`config.mk`:
```
export PLATFORM = sky130hd
export DESIGN_NAME = main_memory_flat
export DESIGN_NICKNAME = d
export VERILOG_FILES = /design/src/rtl/main_memory_pkg.sv /design/src/rtl/main_memory_if.sv /design/src/rtl/main_memory_mem_array.sv /design/src/rtl/main_memory.sv /design/src/flat_wrapper.sv
export SDC_FILE = /design/constraint.sdc
export NUM_CORES = 2
export LEC_CHECK = 0
export BUFFER_PORTS_ARGS = -buffer_cell sky130_fd_sc_hd__buf_2
export CAP_MARGIN = 0
export CORE_AREA = 2 2 386 388
export CTS_CLUSTER_DIAMETER = 150
export CTS_CLUSTER_SIZE = 14
export DETAILED_ROUTE_END_ITERATION = 10
export DIE_AREA = 0 0 388 390
export HOLD_SLACK_MARGIN = 0.06
export PLACE_DENSITY = 0.66
export SYNTH_ARGS = -nofsm -noshare
export SYNTH_HDL_FRONTEND = slang
export SYNTH_SLANG_ARGS = --single-unit
```
`constraint.sdc`:
```
create_clock -name clk -period 6 [get_ports clk]
set_input_delay 0.9 -clock clk [delete_from_list [all_inputs] [get_ports clk]]
set_output_delay 0.9 -clock clk [all_outputs]
set_load 0.01 [all_outputs]
```
`src/rtl/main_memory_pkg.sv`:
```
// main_memory_pkg: FSM state encoding and read/write encoding shared by the memory and the cache.
package main_memory_pkg;
    typedef enum logic [1:0] {
        IDLE = 2'd0,
        BUSY = 2'd1,
        DONE = 2'd2
    } state_t;
    localparam logic RW_READ  = 1'b1;
    localparam logic RW_WRITE = 1'b0;
    localparam int   CNT_W    = 4;
endpackage

```
`src/rtl/main_memory_if.sv`:
```
// main_memory_if: request/response bundle between the cache (master) and main memory (slave).
interface main_memory_if #(
    parameter int d_width = 8,
    parameter int a_width = 8
);
    logic               ce_in;
    logic               rw_in;
    logic [a_width-1:0] addr_in;
    logic [d_width-1:0] data_in;
    logic [d_width-1:0] data_out;
    logic               odv;
    logic               busy;
    modport master (output ce_in, rw_in, addr_in, data_in, input data_out, odv, busy);
    modport slave  (input ce_in, rw_in, addr_in, data_in, output data_out, odv, busy);
endinterface

```
`src/rtl/main_memory_mem_array.sv`:
```
// mem_array: single-port storage with clocked write and combinational read; contents survive reset.
module mem_array #(
    parameter int d_width = 8,
    parameter int a_width = 8
) (
    input  logic               clk,
    input  logic               i_we,
    input  logic [a_width-1:0] i_addr,
    input  logic [d_width-1:0] i_wdata,
    output logic [d_width-1:0] o_rdata
);
    logic [d_width-1:0] r_mem [2**a_width];
    always_ff @(posedge clk) begin
        if (i_we) r_mem[i_addr] <= i_wdata;
    end
    assign o_rdata = r_mem[i_addr];
endmodule

```
`src/rtl/main_memory.sv`:
```
// main_memory: fixed-latency memory model; one request in flight, completion signalled by a one-cycle odv.
module main_memory
    import main_memory_pkg::*;
#(
    parameter int d_width = 8,
    parameter int a_width = 8,
    parameter int latency = 6
) (
    input  logic         clk,
    input  logic         clr,
    main_memory_if.slave bus
);
    state_t             r_state, w_next;
    logic [CNT_W-1:0]   r_cnt, w_cnt_next;
    logic               r_rw;
    logic [a_width-1:0] r_addr;
    logic [d_width-1:0] r_wdata, r_data_out, w_rdata;
    logic               w_accept, w_fin, w_we;

    mem_array #(.d_width(d_width), .a_width(a_width)) u_array (
        .clk    (clk),
        .i_we   (w_we),
        .i_addr (r_addr),
        .i_wdata(r_wdata),
        .o_rdata(w_rdata)
    );

    // DONE accepts like IDLE so back-to-back requests never pass through IDLE
    always_comb begin
        w_accept   = bus.ce_in && (r_state != BUSY);
        w_fin      = (r_state == BUSY) && (r_cnt == CNT_W'(1));
        w_we       = w_fin && (r_rw == RW_WRITE);
        w_next     = w_accept ? BUSY : (r_state == BUSY) ? (w_fin ? DONE : BUSY) : IDLE;
        w_cnt_next = w_accept ? CNT_W'(latency - 1) : (r_state == BUSY) ? r_cnt - CNT_W'(1) : r_cnt;
    end

    always_ff @(posedge clk or posedge clr) begin
        if (clr) begin
            r_state    <= IDLE;
            r_cnt      <= '0;
            r_rw       <= 1'b0;
            r_addr     <= '0;
            r_wdata    <= '0;
            r_data_out <= '0;
        end else begin
            r_state <= w_next;
            r_cnt   <= w_cnt_next;
            if (w_accept) begin
                r_rw    <= bus.rw_in;
                r_addr  <= bus.addr_in;
                r_wdata <= bus.data_in;
            end
            if (w_fin && r_rw == RW_READ) r_data_out <= w_rdata;
        end
    end

    assign bus.odv      = (r_state == DONE);
    assign bus.busy     = (r_state == BUSY);
    assign bus.data_out = r_data_out;
endmodule

```
`src/flat_wrapper.sv`:
```
// flat-port wrapper written by rule: the top's interface ports become plain ports
module main_memory_flat import main_memory_pkg::*;
#(
    parameter int d_width = 8,
    parameter int a_width = 8,
    parameter int latency = 6
)
  (clk, clr, bus_ce_in, bus_rw_in, bus_addr_in, bus_data_in, bus_data_out, bus_odv, bus_busy);
  main_memory_if #(.d_width(d_width), .a_width(a_width)) bus_i ();
  input  logic clk;
  input  logic clr;
  input wire logic [$bits(bus_i.ce_in)-1:0] bus_ce_in;
  input wire logic [$bits(bus_i.rw_in)-1:0] bus_rw_in;
  input wire logic [$bits(bus_i.addr_in)-1:0] bus_addr_in;
  input wire logic [$bits(bus_i.data_in)-1:0] bus_data_in;
  output wire logic [$bits(bus_i.data_out)-1:0] bus_data_out;
  output wire logic [$bits(bus_i.odv)-1:0] bus_odv;
  output wire logic [$bits(bus_i.busy)-1:0] bus_busy;
  assign bus_i.ce_in = bus_ce_in;
  assign bus_i.rw_in = bus_rw_in;
  assign bus_i.addr_in = bus_addr_in;
  assign bus_i.data_in = bus_data_in;
  assign bus_data_out = bus_i.data_out;
  assign bus_odv = bus_i.odv;
  assign bus_busy = bus_i.busy;
  main_memory #(.d_width(d_width), .a_width(a_width), .latency(latency)) u_core (.clk(clk), .clr(clr), .bus(bus_i));
endmodule
```
# Yosys cells after proc, flatten, opt, wreduce, memory -nomap -nowiden
# Memory sizes are Yosys's and may differ from the RTL's. A register that Yosys moved wholly into a read port is not among the register bits.
# Cells that the tools add are included.
# op_classes
n_addsub	1
n_eq_ne	4
muxes	7
n_bitwise	1
reduce_logical	5
# ops
op	n
$mux W4	2
$mux W2	3
$eq A4 B1 Y1 const B	1
$logic_and A1 B1 Y1	4
$sub A4 B1 Y4 const B	1
$eq A2 B1 Y1 const B	1
$eq A2 B2 Y1 const B	1
$mux W1	2
$ne A2 B1 Y1 const B	1
$reduce_bool A2 Y1	1
$not A1 Y1	1
# totals
ff_bits	23
ramBits	2048
word_cells	24
n_memories	1
# memory_table
name	depth	word_bits	rd	rd_clocked_by_memory_dff	wr	line	text
u_core.u_array.r_mem	256	8	1	1	1	main_memory_mem_array.sv:12	logic [d_width-1:0] r_mem [2**a_width];

# Logic depth before layout (Yosys ltp)
# depth
ltp_word	5
mapped_depth	13
mapped_depth_nobuf	9

# Hierarchy
# A second synthesis with hierarchy kept.
# unflattened
cells_unflattened	3625
hier_area_um2	79615.1
# by_module_without_submodules
module	instances	cells_per_inst	area_per_inst_um2	seq_area_each_um2
mem_array	1	3539	78332.6	61499.0
main_memory	1	86	1282.5	775.7

# Worst setup path before layout
# No wires, ideal clock.
# synth_path
kind	register to register
startpoint	register u_core.r_wdata[0]
endpoint	memory u_core.u_array.r_mem[0][0], data pin
setup_time_ns	0.803
arrival_time_ns	3.179
required_ns	5.197
setup_slack_ns	2.018
stages_incl_launch_ff	1
n_path_buf	0
synth_period_minus_slack_ns	3.982
cell_sequence	dfrtp_1
# synth_lines
element	line	text
start: declaration	main_memory.sv:17	logic [d_width-1:0] r_wdata, r_data_out, w_rdata;
start signal: assignment	main_memory.sv:51	r_wdata <= bus.data_in;
end: declaration	main_memory_mem_array.sv:12	
# Straight into the memory's write port.

==> impl_metrics.csv <==
group,metric,value,unit
status,result_of_the_run,"completed",
logic_synthesis,syn-instance-count,3832,
sta,max_slew.worst_pin.slew,1370,ps
clock_network,cts.repair.resized,0,
clock_network,cts_made_buffers,166,
logic_synthesis,mappedNetlistNets,3854,
routing,drc,0,
placement,place_hpwl,129000,um
clock_network,clock_sinks,2079,
clock_network,register_clock_pin_slew_on_the_reported_worst_setup_and_hold_paths,70,ps
clock_network,post_cts_buffers,0,
die,io_pins,30,
sta,max_freq,225,MHz
placement,final_weighted_congestion_in_routability_driven_placement,0.932,
sta,max_slew_margin,8.84,%
sta,layout_worst_path_cycle_share,74.0,%
logic_synthesis,post_synthesis_cell_type_with_the_largest_combined_area,"sky130_fd_sc_hd__edfxtp_1",
worst_setup_path,peak_fanout_along_the_critical_path,41,
logic_synthesis,number_of_synthesized_flops_with_an_enable_pin,2048,
pwr,power.share.combinational,30.4,%
logic_synthesis,ys_seq_elements,2079,
placement,numPlacedInstances,5664,
pwr,power.ir.vdd_worst,0.339,mV
final_layout,finish.net_count,3924,
pwr,power_dissipated_by_switching_net_loads,14.3,mW
die,core,147000,sq um
die,die-height,390,um
clock_network,tritoncts,"yes",
pwr,design_power_total,42.2,mW
final_layout,final_layout_size_suffix_gt1_share,21.1,%
sta,setup_total_negative_slack,0,ps
logic_synthesis,mappedNetlistArea,80600,sq um
logic_synthesis,synth-seq-area-share,77.2,%
clock_network,clock_latency,830,ps
placement,dpl_worst_slack,1770,ps
placement,place.port_buffers,29,
routing,detailroute.via_count,40490,
sta,timing.final.max_slew_violations,0,
sta,finClkSkew,28.8,ps
worst_setup_path,worst-endpoint-arrival,5150,ps
global_route,maximum_number_of_pins_on_one_net_before_global_route_repair,242,
logic_synthesis,synth_async_sr_flop_share,1.49,%
clock_network,cell_at_the_root_of_the_clock_tree,"sky130_fd_sc_hd__clkbuf_16",
worst_setup_path,crit_path_end_kind,"flip-flop",
pwr,pleak,26.8,nW
logic_synthesis,library_cells_used_by_synthesis,63,
logic_synthesis,synth_flop_cell,"sky130_fd_sc_hd__edfxtp_1",
final_layout,stdcell_area,87600,sq um
final_layout,fin_cells,5905,
logic_synthesis,synth_warnings,0,
clock_network,clk_path_buf_depth,3,
pwr,power.share.clock,23.8,%
flow_run,drv_cap,0,
die,die_width,388,um
pwr,p_seq_share,45.8,%
pwr,powerDensity,482,nW/um^2
final_layout,utilization,59.5,%
routing,first_pass_iters,8,
clock_network,ctsHtreeMaxLevel,4,
global_route,antenna_violations_before_repair,12,
routing,detail-route-antenna-nets,0,
sta,fin_hold_ws,295,ps
global_route,globalRouteOverflowTotal,0,
die,num_rows,141,
pwr,p_int,27.9,mW
routing,routed_wire_length_per_instance,35.6,um
global_route,first_global_vias,39217,
routing,detail_route.vias_per_cell,6.86,
worst_setup_path,cp-start-kind,"flip-flop",
die,initial_core_util,54.8,%
logic_synthesis,post_syn_area_per_cell,21.0,sq um
sta,worst_slack,1560,ps
final_layout,layout-area-overhead-vs-synth,8.62,%
sta,rsz0062_at_grt,"no",
pwr,swShare,33.9,%
sta,period_needed,4440,ps
routing,detail_route.iter0.violations,6082,
worst_setup_path,cp.required,6710,ps
logic_synthesis,synthDominantCellAreaShare,76.3,%
hold_path,hold_class,"in -> async",
routing,routed_wirelength,210000,um
clock_network,cts_hold_buffers,0,
sta,setup-violations-final,0,
logic_synthesis,synth_top_cells_by_area,"sky130_fd_sc_hd__edfxtp_1, sky130_fd_sc_hd__mux4_2, sky130_fd_sc_hd__mux2i_1",
sta,hold_violations,0,
worst_setup_path,timing_worst_setup_path_type,"reg -> reg",
placement,dpl_cell_area,82900,sq um
global_route,track_usage,28.0,%
global_route,grt_first_pass_wirelength,297000,um
die,design.die.area,151000,sq um
-- critical path, cell delays in order, from the launching register on --
cell and delay, ps:
sky130_fd_sc_hd__dfrtp_4 740, sky130_fd_sc_hd__buf_4 400, sky130_fd_sc_hd__nor2b_4 670, sky130_fd_sc_hd__buf_4 540
sky130_fd_sc_hd__a22oi_1 280, sky130_fd_sc_hd__a22oi_1 260, sky130_fd_sc_hd__a21oi_1 90, sky130_fd_sc_hd__nor3_1 650
sky130_fd_sc_hd__o211ai_1 340, sky130_fd_sc_hd__a32o_1 280
-- placed cells by master, fill, tap and decap left out, types with 6 or more instances in the layout --
cell type,count
sky130_fd_sc_hd__a32oi_1,7
sky130_fd_sc_hd__edfxtp_1,2048
sky130_fd_sc_hd__mux4_2,459
sky130_fd_sc_hd__nand2_1,85
sky130_fd_sc_hd__nor2b_1,12
sky130_fd_sc_hd__and2_1,6
sky130_fd_sc_hd__nor4_1,8
sky130_fd_sc_hd__buf_2,29
sky130_fd_sc_hd__nor2_1,293
sky130_fd_sc_hd__nand2b_1,6
sky130_fd_sc_hd__clkbuf_16,168
sky130_fd_sc_hd__nor3_1,32
sky130_fd_sc_hd__dfrtp_4,12
sky130_fd_sc_hd__a221oi_1,12
sky130_fd_sc_hd__o21ai_0,17
sky130_fd_sc_hd__a22oi_1,71
sky130_fd_sc_hd__mux2i_1,174
sky130_fd_sc_hd__a21oi_1,37
sky130_fd_sc_hd__or3_1,7
sky130_fd_sc_hd__a211oi_1,9
sky130_fd_sc_hd__o211ai_1,9
sky130_fd_sc_hd__diode_2,6
sky130_fd_sc_hd__inv_1,6
sky130_fd_sc_hd__nand4_1,10
sky130_fd_sc_hd__o22ai_1,79
sky130_fd_sc_hd__o221ai_1,15
sky130_fd_sc_hd__clkbuf_1,53
sky130_fd_sc_hd__buf_12,13
sky130_fd_sc_hd__dfrtp_1,19
sky130_fd_sc_hd__a22o_1,8
sky130_fd_sc_hd__mux2_2,35
sky130_fd_sc_hd__buf_4,84
sky130_fd_sc_hd__o22a_1,16
sky130_fd_sc_hd__nand3_1,48
sky130_fd_sc_hd__a31oi_1,10
-- layout make-up --
| cell class | count | area (sq um) |
|---|---|---|
| Inverter | 8 | 30.0 |
| Multi-Input combinational cell | 1521 | 17100 |
| Fill cell | 10322 | 59600 |
| Antenna cell | 6 | 15.0 |
| Clock inverter | 14 | 225 |
| Sequential cell | 2079 | 62300 |
| Clock buffer | 221 | 4400 |
| Timing Repair Buffer | 126 | 1040 |
| Tap cell | 1930 | 2410 |
-- sequential cells by signal, indices dropped and copies added, names as in the netlist --
| signal | flops |
|---|---|
| u_core.bus.data_out | 8 |
| u_core.r_wdata | 8 |
| u_core.r_state | 2 |
| u_core.r_rw | 1 |
| u_core.r_cnt | 4 |
| u_core.u_array.r_mem | 2048 |
| u_core.r_addr | 8 |
-- logic make-up after synthesis --
logic type | share of synthesized area, %
AOI/OAI and AO/OA | 2.73
xor gates and xnor gates | 0.0109
DFF | 77.2
adders and majority gates | 0.0310
and+or+nand+nor | 2.94
muxes | 15.5
buffers and inverters | 1.55
-- power groups by stage --
stage	Clock [mW]	Combinational, mW	Sequential (mW)
4_1_cts	10.2	12.7	19.3
3_5_place_dp	0	12.7	19.6
2_1_floorplan	0	7.41	20.1
3_3_place_gp	0	12.6	19.6
6_report	10.1	12.8	19.3
5_1_grt	10.7	13.3	19.4
-- path summary, 6_finish.rpt --
check / start / to / slack, ps / cells past startpoint
max: u_core.r_addr[3] / u_core.bus.data_out[5] / 1560 / 9
min in group clk: bus_data_in[4] / u_core.r_wdata[4] / 300 / 2
max in group asynchronous: clr / u_core.r_addr[0] / 4910 / 2
min: clr / u_core.r_wdata[5] / 300 / 2
min reg2reg: u_core.r_cnt[2] / u_core.r_cnt[2] / 510 / 1
max reg2reg: u_core.r_addr[3] / u_core.bus.data_out[5] / 1560 / 9
-- synthesized netlist by cell type (9+ instances only) --
cell	number
sky130_fd_sc_hd__buf_4	49
sky130_fd_sc_hd__dfrtp_1	31
sky130_fd_sc_hd__clkbuf_1	80
sky130_fd_sc_hd__a221oi_1	12
sky130_fd_sc_hd__nor3_1	32
sky130_fd_sc_hd__nor2b_1	16
sky130_fd_sc_hd__a22oi_1	71
sky130_fd_sc_hd__nor2_1	294
sky130_fd_sc_hd__a31oi_1	10
sky130_fd_sc_hd__nand2_1	85
sky130_fd_sc_hd__o211ai_1	9
sky130_fd_sc_hd__mux2i_1	174
sky130_fd_sc_hd__o22a_1	16
sky130_fd_sc_hd__o21ai_0	17
sky130_fd_sc_hd__edfxtp_1	2048
sky130_fd_sc_hd__mux2_2	35
sky130_fd_sc_hd__mux4_2	459
sky130_fd_sc_hd__buf_2	74
sky130_fd_sc_hd__nand4_1	10
sky130_fd_sc_hd__a211oi_1	9
sky130_fd_sc_hd__o221ai_1	15
sky130_fd_sc_hd__nand3_1	48
sky130_fd_sc_hd__o22ai_1	79
sky130_fd_sc_hd__buf_6	14
sky130_fd_sc_hd__a21oi_1	37
-- layer usage --
metal	vias to the layer above	track usage, %	part of all wire, %
met1	21434	41.2	39
li1	16003	-	-
met2	2592	41.0	45
met3	457	7.62	12
met5	-	0	0.013
met4	4	9.23	3.5
Power figures use the tool's default switching activity.
